$ cat src/rtl/shift_pkg.sv
// Shared definitions for the multi-cycle shift unit: op encodings, FSM states
// and default operand geometry.
package shift_pkg;

  localparam int DEF_WIDTH  = 32;
  localparam int DEF_LEVELS = $clog2(DEF_WIDTH);

  typedef enum logic [1:0] {
    SLL  = 2'b00,
    SRL  = 2'b01,
    SRA  = 2'b10,
    ROTR = 2'b11
  } shift_op_e;

  typedef enum logic [1:0] {
    IDLE  = 2'b00,
    SHIFT = 2'b01,
    DONE  = 2'b10
  } shift_state_e;

endpackage

$ cat src/rtl/shift_stage.sv
// Single shared shift level: moves acc by 2^lvl positions with the fill
// appropriate to the operation. Purely combinational.
module shift_stage
  import shift_pkg::*;
#(
  parameter int WIDTH  = DEF_WIDTH,
  parameter int LEVELS = $clog2(WIDTH),
  parameter int LVL_W  = $clog2(LEVELS)
) (
  input  logic [WIDTH-1:0] acc,
  input  logic [1:0]       op,
  input  logic             sign,
  input  logic [LVL_W-1:0] lvl,
  output logic [WIDTH-1:0] shifted
);

  always_comb begin
    shifted = acc;
    // Each level is a fixed-distance shift; lvl just picks which one is used.
    for (int k = 0; k < LEVELS; k++) begin
      if (lvl == LVL_W'(k)) begin
        case (shift_op_e'(op))
          SLL:     shifted = acc << (1 << k);
          SRL:     shifted = acc >> (1 << k);
          SRA:     shifted = (acc >> (1 << k)) |
                             ({WIDTH{sign}} & ~({WIDTH{1'b1}} >> (1 << k)));
          default: shifted = (acc >> (1 << k)) | (acc << (WIDTH - (1 << k)));
        endcase
      end
    end
  end

endmodule

$ cat src/rtl/shift_sequencer.sv
// Multi-cycle shifter: one logarithmic level per clock through shift_stage,
// fixed latency with a start/done handshake.
module shift_sequencer
  import shift_pkg::*;
#(
  parameter int WIDTH  = DEF_WIDTH,
  parameter int LEVELS = $clog2(WIDTH)
) (
  input  logic              clk,
  input  logic              rst,
  input  logic              start,
  input  logic [1:0]        op,
  input  logic [WIDTH-1:0]  data_in,
  input  logic [LEVELS-1:0] shamt,
  output logic              busy,
  output logic              done,
  output logic [WIDTH-1:0]  result,
  output logic [1:0]        dbg_state
);

  localparam int LVL_W = $clog2(LEVELS);

  // Handshake: start is sampled only in IDLE; done pulses for exactly one
  // cycle when result updates; busy is high for every SHIFT cycle.
  shift_state_e      state_q, state_d;
  logic [WIDTH-1:0]  acc_q, acc_d;
  logic [1:0]        op_q, op_d;
  logic [LEVELS-1:0] shamt_q, shamt_d;
  logic              sign_q, sign_d;
  logic [LVL_W-1:0]  lvl_q, lvl_d;
  logic [WIDTH-1:0]  result_q, result_d;
  logic              busy_q, busy_d;
  logic              done_q, done_d;
  logic [WIDTH-1:0]  stage_out;

  shift_stage #(
    .WIDTH (WIDTH),
    .LEVELS(LEVELS),
    .LVL_W (LVL_W)
  ) u_stage (
    .acc    (acc_q),
    .op     (op_q),
    .sign   (sign_q),
    .lvl    (lvl_q),
    .shifted(stage_out)
  );

  always_comb begin
    state_d  = state_q;
    acc_d    = acc_q;
    op_d     = op_q;
    shamt_d  = shamt_q;
    sign_d   = sign_q;
    lvl_d    = lvl_q;
    result_d = result_q;
    busy_d   = 1'b0;
    done_d   = 1'b0;
    case (state_q)
      IDLE: begin
        if (start) begin
          acc_d   = data_in;
          op_d    = op;
          shamt_d = shamt;
          sign_d  = data_in[WIDTH-1];
          lvl_d   = '0;
          busy_d  = 1'b1;
          state_d = SHIFT;
        end
      end
      SHIFT: begin
        busy_d = 1'b1;
        if (shamt_q[lvl_q]) acc_d = stage_out;
        lvl_d = lvl_q + 1'b1;
        if (lvl_q == LVL_W'(LEVELS - 1)) begin
          busy_d   = 1'b0;
          done_d   = 1'b1;
          result_d = acc_d;
          state_d  = DONE;
        end
      end
      DONE:    state_d = IDLE;
      default: state_d = IDLE;
    endcase
  end

  always_ff @(posedge clk or posedge rst) begin
    if (rst) begin
      state_q  <= IDLE;
      acc_q    <= '0;
      op_q     <= '0;
      shamt_q  <= '0;
      sign_q   <= 1'b0;
      lvl_q    <= '0;
      result_q <= '0;
      busy_q   <= 1'b0;
      done_q   <= 1'b0;
    end else begin
      state_q  <= state_d;
      acc_q    <= acc_d;
      op_q     <= op_d;
      shamt_q  <= shamt_d;
      sign_q   <= sign_d;
      lvl_q    <= lvl_d;
      result_q <= result_d;
      busy_q   <= busy_d;
      done_q   <= done_d;
    end
  end

  assign busy      = busy_q;
  assign done      = done_q;
  assign result    = result_q;
  assign dbg_state = state_q;

endmodule

$ cat config.mk
export PLATFORM = sky130hd
export DESIGN_NAME = shift_sequencer
export DESIGN_NICKNAME = d
export VERILOG_FILES = /design/src/rtl/shift_pkg.sv /design/src/rtl/shift_stage.sv /design/src/rtl/shift_sequencer.sv
export SDC_FILE = /design/constraint.sdc
export NUM_CORES = 1
export LEC_CHECK = 0
export CORE_ASPECT_RATIO = 1.5
export CORE_UTILIZATION = 45
export DETAILED_ROUTE_END_ITERATION = 10
export GPL_ROUTABILITY_DRIVEN = 0
export PLACE_DENSITY = 0.68
export SYNTH_ARGS = -nofsm -noshare
export SYNTH_HDL_FRONTEND = slang
export SYNTH_SLANG_ARGS = --single-unit
export TNS_END_PERCENT = 30
$ cat constraint.sdc
create_clock -name clk -period 3.8 [get_ports clk]
set_input_delay 0.38 -clock clk [delete_from_list [all_inputs] [get_ports clk]]
set_output_delay 0.38 -clock clk [all_outputs]
set_load 0.02 [all_outputs]
==> results.sh, run 1 <==
export IMPL_synth_area_leaders="dfrtp_1 (33%), a21oi_1 (8.2%), nand2_1 (7.4%)"
export IMPL_vias=7151
export IMPL_slew_viol_final=0
export IMPL_maximum_clock_frequency_mhz=315
export IMPL_grt_start_max_net_pins=63
export IMPL_finalInstanceArea_um2=7100
export IMPL_initialDrtViolationCount=1346
export IMPL_holdWs_ns=0.472
export IMPL_postCtsSetupRepairBufs=0
export IMPL_synth_top_family_by_area="compound AO/OA/AOI/OAI gates"
export IMPL_syn_mean_instance_area_um2=7.51
export IMPL_async_flop_share_pct=100
export IMPL_timing_critical_path_required_ns=4.04
export IMPL_ys_seq_elements=79
export IMPL_yosys_area_share_xor_xnor_pct=0.268
export IMPL_remaining_design_rule_violation_count=1
export IMPL_first_pass_iters=11
export IMPL_post_synth_top_area_cell="dfrtp_1"
export IMPL_core_um2=13100
export IMPL_via_per_inst=7.12
export IMPL_post_place_ws_ns=0.897
export IMPL_power_density_cell_area_nw_per_um2=1150
export IMPL_synth_cell_area_um2=6070
export IMPL_finish_cell_count_without_fillers=1005
export IMPL_synth_yosys_seq_area_share_pct=32.6
export IMPL_muxShareOfSynthArea_pct=1.65
export IMPL_totalPowerFinal_mw=8.16
export IMPL_grt_usage_pct=37.1
export IMPL_final_layout_size_suffix_gt1_share_pct=6.26
export IMPL_final_setup_viol_count=0
export IMPL_floorplan_die_area_um2=14000
export IMPL_mostFrequentLayoutCells="nand2_1 (120), a21oi_1 (100), o21ai_0 (90), dfrtp_1 (79), clkdlybuf4s50_1 (77)"
export IMPL_clock_pin_transition_on_the_worst_setup_and_hold_timing_paths_ns=0.07
export IMPL_unrepaired_setup_endpoints_after_global_routing="false"
export IMPL_initial_standard_cell_utilization_of_the_core_pct=46.4
export IMPL_simple_gate_fraction_of_synth_area_pct=20.9
export IMPL_timing_critical_path_fanout_max=43
export IMPL_violations="design-rule violations"
export IMPL_mappedNetlistNets=855
export IMPL_final_antenna_net_count=0
export IMPL_critPathKind="reg2reg"
export IMPL_wl_per_cell_um=25.2
export IMPL_leakage_power_figure_nw=2.81
export IMPL_clock_tree_from_tritoncts="done"
export IMPL_ctsResizeCount=0
export IMPL_portBuffers=77
export IMPL_synth_cell_type_count=72
export IMPL_first_pass_grt_wire_length_mm=39.4
export IMPL_cts_inserted_buffers=9
export IMPL_synth_compound_area_share_pct=36.8
export IMPL_synth_enable_flop_cells=0
export IMPL_hold_path_class="reg2reg"
export IMPL_tns_ns=0
export IMPL_area_share_of_fa_ha_maj_cells_after_synthesis_pct=1.03
export IMPL_clk_latency_ns=0.36
export IMPL_die_y_um=144
export IMPL_worst_ep_arrival_time_ns=3.42
export IMPL_clock_sinks=79
export IMPL_fin_nets=888
export IMPL_cp_end_kind="flip-flop"
export IMPL_outcome="finished, violations left"
export IMPL_skew_final_ns=0.00775
export IMPL_gr_total_overflow=0
export IMPL_routed_wl_mm=25.3
export IMPL_io_pins=78
export IMPL_clock_root_buffer="clkbuf_16"
export IMPL_diodes=0
export IMPL_antenna_violations_before_repair=0
export IMPL_hold_violations=0
export IMPL_cts_max_level=3
export IMPL_grt_pass1_vias=6795
export IMPL_max_clock_path_buffers=2
export IMPL_period_share_pct=83.6
export IMPL_place_detailed_hpwl_mm=17.5
export IMPL_final_core_utilization_pct=54.3
export IMPL_worst_slew_pin_slew_ns=1.12
export IMPL_place_area_um2=6820
export IMPL_synthCells=808
export IMPL_final_ws_setup_ns=0.623
export IMPL_cts_hold_repair_buffers=0
export IMPL_floorplan_row_count=51
export IMPL_cells_after_dpl=989
export IMPL_synth_main_ff_cell="dfrtp_1"
export IMPL_syn_to_final_growth_pct=17.0
export IMPL_worst_setup_path_start_kind="flip-flop"
export IMPL_period_needed_ns=3.18
export IMPL_worst_slew_margin_rel_pct=24.3
export IMPL_top_cell_type_s_share_of_synthesized_area_pct=32.6
export IMPL_fp_dieW_um=96.8
export IMPL_maxCapViolCount=0
export IMPL_mostFrequentLayoutCell="nand2_1"
export IMPL_worst_vdd_drop_v=0.000605
export IMPL_synth_warning_count=0
path summary, 6_finish.rpt:
check,start,end,slack [ns],depth (start not counted)
max,op_q[0],acc_q[18],0.62,6
min,sign_q,sign_q,0.47,2
max reg2reg,op_q[0],acc_q[18],0.62,6
min reg2reg,sign_q,sign_q,0.47,2
max in group asynchronous,rst,acc_q[2],2.37,3
min in group asynchronous,rst,result[28],0.58,2
worst max-delay path: stages (launching register included):
cell and delay, ns:
dfrtp_1 0.69, nor2_4 0.93, nand2_1 0.39, nor4b_1 0.25, a311oi_1 0.26, nor4_1 0.13, o41ai_1 0.39
report_power, final:
part	internal, mW	leakage (nW)	switching, mW
combinational	1.89	1.69	3.46
sequential	1.22	0.990	0.741
clock	0.449	0.133	0.398
total	3.56	2.81	4.60
sequential cells by signal (all words and copies together), names as in the netlist:
signal     cells
result        32
dbg_state      2
shamt_q        5
busy           1
done           1
lvl_q          3
op_q           2
sign_q         1
acc_q         32
logic make-up (layout without fill, tap and decap cells):
| group | count (synthesis) | count (layout) |
|---|---|---|
| compound gates | 359 | 359 |
| simple gates | 270 | 270 |
| buf+inv | 84 | 122 |
| flops | 79 | 79 |
| mux | 10 | 10 |
| fa+ha+maj | 5 | 5 |
| xor+xnor | 1 | 1 |
final cells by class:
class                           count  area, µm²
Timing Repair Buffer               97        921
Clock inverter                      7       55.1
Tap cell                          159        199
Inverter                            9       35.0
Clock buffer                        9        225
Fill cell                        1212       5980
Multi-Input combinational cell    645       3690
Sequential cell                    79       1980
per-layer routing:
layer | track usage, % | up-vias | share of wire, %
met2 | 55.3 | 649 | 42
met3 | 14.6 | 241 | 14
li1 | - | 3070 | -
met5 | 0 | - | 0
met1 | 42.5 | 3191 | 34
met4 | 29.1 | 0 | 10
cells in the mapped netlist (4+ instances only):
| cell type | count |
|---|---|
| a211o_1 | 7 |
| a211oi_1 | 9 |
| a21o_1 | 7 |
| a21oi_1 | 100 |
| a221o_1 | 8 |
| a221oi_1 | 10 |
| a22oi_1 | 12 |
| a311oi_1 | 5 |
| a31oi_1 | 36 |
| a32oi_1 | 4 |
| and2_1 | 8 |
| and3_1 | 4 |
| buf_1 | 4 |
| buf_2 | 28 |
| buf_4 | 11 |
| clkbuf_1 | 30 |
| dfrtp_1 | 79 |
| ha_1 | 5 |
| inv_1 | 6 |
| mux2i_1 | 10 |
| nand2_1 | 120 |
| nand2b_1 | 10 |
| nand3_1 | 33 |
| nor2_1 | 42 |
| nor2b_1 | 15 |
| nor3_1 | 15 |
| o21ai_0 | 90 |
| o21ai_1 | 17 |
| o22ai_1 | 10 |
| o31ai_1 | 8 |
| o41ai_1 | 4 |
Note: power is estimated with default switching activity, not from simulation.
==> inputs of run 2 (changes only) <==
- PLACE_DENSITY: 0.68 -> 0.71
- clock period: 3.8 -> 2.7 ns (I/O delays scaled with it)
==> run 2 against run 1 <==
  * The flow now finishes without violations
  * Core utilization is 2.0 points higher
  * Final cell count is 2.6% higher
  * Flip-flop and latch count stayed put
  * Combinational power is 47% higher
  * Sequential share of layout area is 1.0 points lower
  * Sequential power is 34% higher
  * Count of clock-buffer cells in the layout stayed put
  * Setup slack worse by 0.50 ns
  * Final area is 3.8% higher
  * Die area stayed put
  * Clock skew is 0.0015 ns higher
==> results.sh, run 2 (synthesis gave the netlist of run 1 again) <==
export IMPL_timing_critical_path_required_ns=2.93
export IMPL_hold_violations=0
export IMPL_timing_critical_path_fanout_max=16
export IMPL_leakage_power_figure_nw=2.97
export IMPL_final_antenna_net_count=0
export IMPL_floorplan_die_area_um2=14000
export IMPL_skew_final_ns=0.00923
export IMPL_core_um2=13100
export IMPL_syn_to_final_growth_pct=21.4
export IMPL_place_area_um2=7050
export IMPL_initialDrtViolationCount=1444
export IMPL_fp_dieW_um=96.8
export IMPL_maximum_clock_frequency_mhz=388
export IMPL_worst_path_dominant_cell_family="compound AO/OA/AOI/OAI gates"
export IMPL_outcome="finished clean"
export IMPL_gr_total_overflow=0
export IMPL_worst_slew_pin_slew_ns=1.11
export IMPL_io_pins=78
export IMPL_layout_filler_cells=1216
export IMPL_critPathSlowestCell="ha_1"
export IMPL_first_pass_grt_wire_length_mm=40.0
export IMPL_totalPowerFinal_mw=11.9
export IMPL_final_core_utilization_pct=56.3
export IMPL_grt_usage_pct=37.6
export IMPL_unrepaired_setup_endpoints_after_global_routing="false"
export IMPL_worst_setup_path_start_kind="flip-flop"
export IMPL_floorplan_row_count=51
export IMPL_timing_critical_path_from="lvl_q[1]"
export IMPL_place_detailed_hpwl_mm=17.6
export IMPL_antenna_violations_before_repair=0
export IMPL_max_stage_delay_ns=0.62
export IMPL_worst_ep_arrival_time_ns=2.81
export IMPL_routed_wl_mm=25.3
export IMPL_clock_tree_from_tritoncts="done"
export IMPL_worst_slew_margin_rel_pct=25.2
export IMPL_grt_pass1_vias=6948
export IMPL_power_density_cell_area_nw_per_um2=1610
export IMPL_vias=7350
export IMPL_cts_max_level=3
export IMPL_finish_cell_count_without_fillers=1031
export IMPL_grt_start_max_net_pins=80
export IMPL_worst_vdd_drop_v=0.000563
export IMPL_diodes=0
export IMPL_holdWs_ns=0.325
export IMPL_tns_ns=0
export IMPL_critPathKind="reg2reg"
export IMPL_final_ws_setup_ns=0.121
export IMPL_mostFrequentLayoutCell="nand2_1"
export IMPL_cts_inserted_buffers=9
export IMPL_first_pass_iters=10
export IMPL_slew_viol_final=0
export IMPL_cells_after_dpl=1016
export IMPL_clk_latency_ns=0.35
export IMPL_clock_root_buffer="clkbuf_16"
export IMPL_mostFrequentLayoutCells="nand2_1 (120), a21oi_1 (100), o21ai_0 (90), dfrtp_1 (79), clkdlybuf4s50_1 (77)"
export IMPL_wl_per_cell_um=24.5
export IMPL_clock_sinks=79
export IMPL_period_share_pct=95.5
export IMPL_clock_pin_transition_on_the_worst_setup_and_hold_timing_paths_ns=0.06
export IMPL_initial_standard_cell_utilization_of_the_core_pct=46.4
export IMPL_final_layout_size_suffix_gt1_share_pct=9.17
export IMPL_cts_hold_repair_buffers=0
export IMPL_cp_end_kind="flip-flop"
export IMPL_reg_to_reg_startpoint="lvl_q[1]"
export IMPL_remaining_design_rule_violation_count=0
export IMPL_final_setup_viol_count=0
export IMPL_max_clock_path_buffers=2
export IMPL_die_y_um=144
export IMPL_critical_path_cell_chain="ha_1 -> ha_1 -> nor2_4 -> a222oi_1 -> o22ai_1 -> a221oi_1 -> nor2_1"
export IMPL_post_place_ws_ns=0.152
export IMPL_via_per_inst=7.13
export IMPL_period_needed_ns=2.58
export IMPL_maxCapViolCount=0
export IMPL_finalInstanceArea_um2=7370
export IMPL_fin_nets=915
export IMPL_critPathMostFrequentCell="ha_1"
export IMPL_cp_buffers_inverters=0
export IMPL_portBuffers=77
export IMPL_hold_path_class="in2async"
-- run 2: changes by cell type in the layout (fill, tap and decap cells not counted) --
cell	previous run	this run
buf_12	0	2
clkinv_2	2	3
nor2b_2	2	1
inv_6	3	0
nor2b_4	0	1
bufinv_16	0	2
buf_4	20	45
nor2_2	1	2
clkinvlp_4	2	1
nor2_1	41	40
-- run 2: report_power, final --
part / internal (mW) / leakage (nW) / switching (mW)
Combinational: 2.91 / 1.83 / 4.98
Sequential: 1.73 / 0.990 / 0.916
Clock: 0.803 / 0.151 / 0.516
-- run 2: cell type report --
type / count / area [µm²] / area share (%)
Sequential cell: 79 / 1980 / 26.8
Clock buffer: 9 / 225 / 3.06
Inverter: 9 / 35.0 / 0.476
Multi-Input combinational cell: 645 / 3700 / 50.2
Tap cell: 159 / 199 / 2.70
Clock inverter: 6 / 86.3 / 1.17
Timing Repair Buffer: 124 / 1150 / 15.6
-- run 2: what timing repair did --
| action | 4_1_cts | 5_1_grt |
|---|---|---|
| gates resized for setup | 0 | 2 |
| setup endpoints to repair | 0 | 7 |
| setup buffers | 0 | 0 |
-- run 2: path summary, 6_finish.rpt --
path	end	slack (ns)	cells after the start
min in group clk	shamt_q[1]	0.45	3
max in group asynchronous	acc_q[31]	2.03	3
setup reg to reg	acc_q[0]	0.12	7
setup / recovery	acc_q[0]	0.12	7
hold reg to reg	result[11]	0.48	2
hold / removal	done	0.32	3
-- run 2: routing by layer --
metal | track usage, % | up-vias | share of wire [%]
met5 | 0 | - | 0
met4 | 24.7 | 0 | 8.1
met3 | 10.2 | 223 | 12
li1 | - | 3121 | -
met2 | 58.6 | 717 | 44
met1 | 45.6 | 3289 | 35
-- run 2: tightest hold or removal path, cell delays in order --
cell and delay [ns]:
clkdlybuf4s50_1 0.42, clkinv_2 0.07, buf_12 0.34
==> patch (flow settings as in run 2) <==
Remove the case item `SRA` of the case on `shift_op_e'(op)`.
--- a/src/rtl/shift_stage.sv
+++ b/src/rtl/shift_stage.sv
@@ -22,8 +22,6 @@
         case (shift_op_e'(op))
           SLL:     shifted = acc << (1 << k);
           SRL:     shifted = acc >> (1 << k);
-          SRA:     shifted = (acc >> (1 << k)) |
-                             ({WIDTH{sign}} & ~({WIDTH{1'b1}} >> (1 << k)));
           default: shifted = (acc >> (1 << k)) | (acc << (WIDTH - (1 << k)));
         endcase
       end
Formal check against the unedited RTL: not equivalent (Yosys sat finds a counterexample within 10 cycles, from zero or initial values and one cycle with rst high).
==> patch against run 2 <==
  * Cell area increased by 7.8%
  * Setup slack improved by 110 ps
  * Sequential cell count decreased by 1
  * Fmax increased by 4.4%
  * Power increased by 9.5%
  * Global-route usage decreased by 3.3 points
  * Utilization decreased by 1.7 points
  * Area after synthesis increased by 9.9%
  * Wire length increased by 0.85%
  * Clock skew increased by 5.2 ps
  * Critical path type unchanged
  * Critical endpoint is now acc_q[2]$_DFFE_PP0P_
  * Largest cell class unchanged
  * Highest routed layer unchanged
==> patch: results (changes against run 2) <==
| Metric | Value |
|---|---|
| Status | `finished, final reports clean` |
| Worst reg2reg endpoint | `acc_q[2]$_DFFE_PP0P_` |
| Drt total wl | `25,500 µm (+0.85%)` |
| Leakage | `2.89 nW (-2.9%)` |
| Final period utilization | `91.5% (-4.0 points)` |
| Worst Tran Pin Value | `754 ps (-357 ps)` |
| Top cells by area, synth | `dfrtp_1, o21ai_0, nand2_1` |
| Crit-path max FO | `26 (+10)` |
| Clock buf/inv share | `3.70% (-0.53 points)` |
| Crit path arrival time | `2700 ps (-110 ps)` |
| Netlist cell types | `71 (-1.4%)` |
| DR WL met3 | `2800 µm (-10%)` |
| Met3 Use GR | `6.83% (-3.4 points)` |
| GRT met2 Usage | `55.0% (-3.6 points)` |
| Seq/Total Area, Yosys | `29.3% (-3.3 points)` |
| Slowest stage delay, CP | `460 ps (-160 ps)` |
| # clk buffers | `11 (+2)` |
| Filler Cells Inserted | `1,378 (+13%)` |
| Area share of fa/ha/maj cells after synthesis | `0.938% (-0.093 points)` |
| Met1 track demand over resource | `41.3% (-4.3 points)` |
| Non-CTS inverters | `10 (+1)` |
| Post-Syn Nets | `887 (+3.7%)` |
| DRT iter0 DRCs | `1,363 (-5.6%)` |
| Final cell count without fillers | `1,082 (+4.9%)` |
| Non-CTS buffers | `133 (+7.3%)` |
| Worst slack, placed | `321 ps (+169 ps)` |
| Flop2flop setup slack | `230 ps (+110 ps)` |
| Fraction of area in multi-input gates | `52.2% (+2.0 points)` |
| Count of multi-input gates | `649 (+0.62%)` |
| CP Launch Point | `lvl_q[0]$_DFFE_PP0P_` |
## patch: cell types whose count changed after synthesis, moves of 10 or more
cell / before / now
nand3_2: 0 / 21
a21boi_0: 2 / 20
a32oi_1: 4 / 18
buf_2: 28 / 54
o211ai_1: 2 / 12
nand3_1: 33 / 16
a21oi_1: 100 / 62
o21ai_0: 90 / 71
nand2_1: 120 / 88
o221ai_1: 3 / 19
nor2_1: 42 / 57
a31oi_2: 0 / 20
o21a_1: 2 / 21
## patch: power breakdown
group          internal (W)  leakage (nW)  switching, W  total [W]
logic               0.00343          1.83       0.00542    0.00885
clock network      0.000681         0.138      0.000548    0.00123
registers           0.00177         0.921       0.00113    0.00290
total               0.00589          2.89       0.00710     0.0130
## patch: metrics by stage
stage	total power, W	hold WS [ps]
floorplan	0.00864	375
global placement	0.0112	458
detailed placement	0.0113	472
CTS	0.0126	371
global route	0.0137	399
finish	0.0130	343
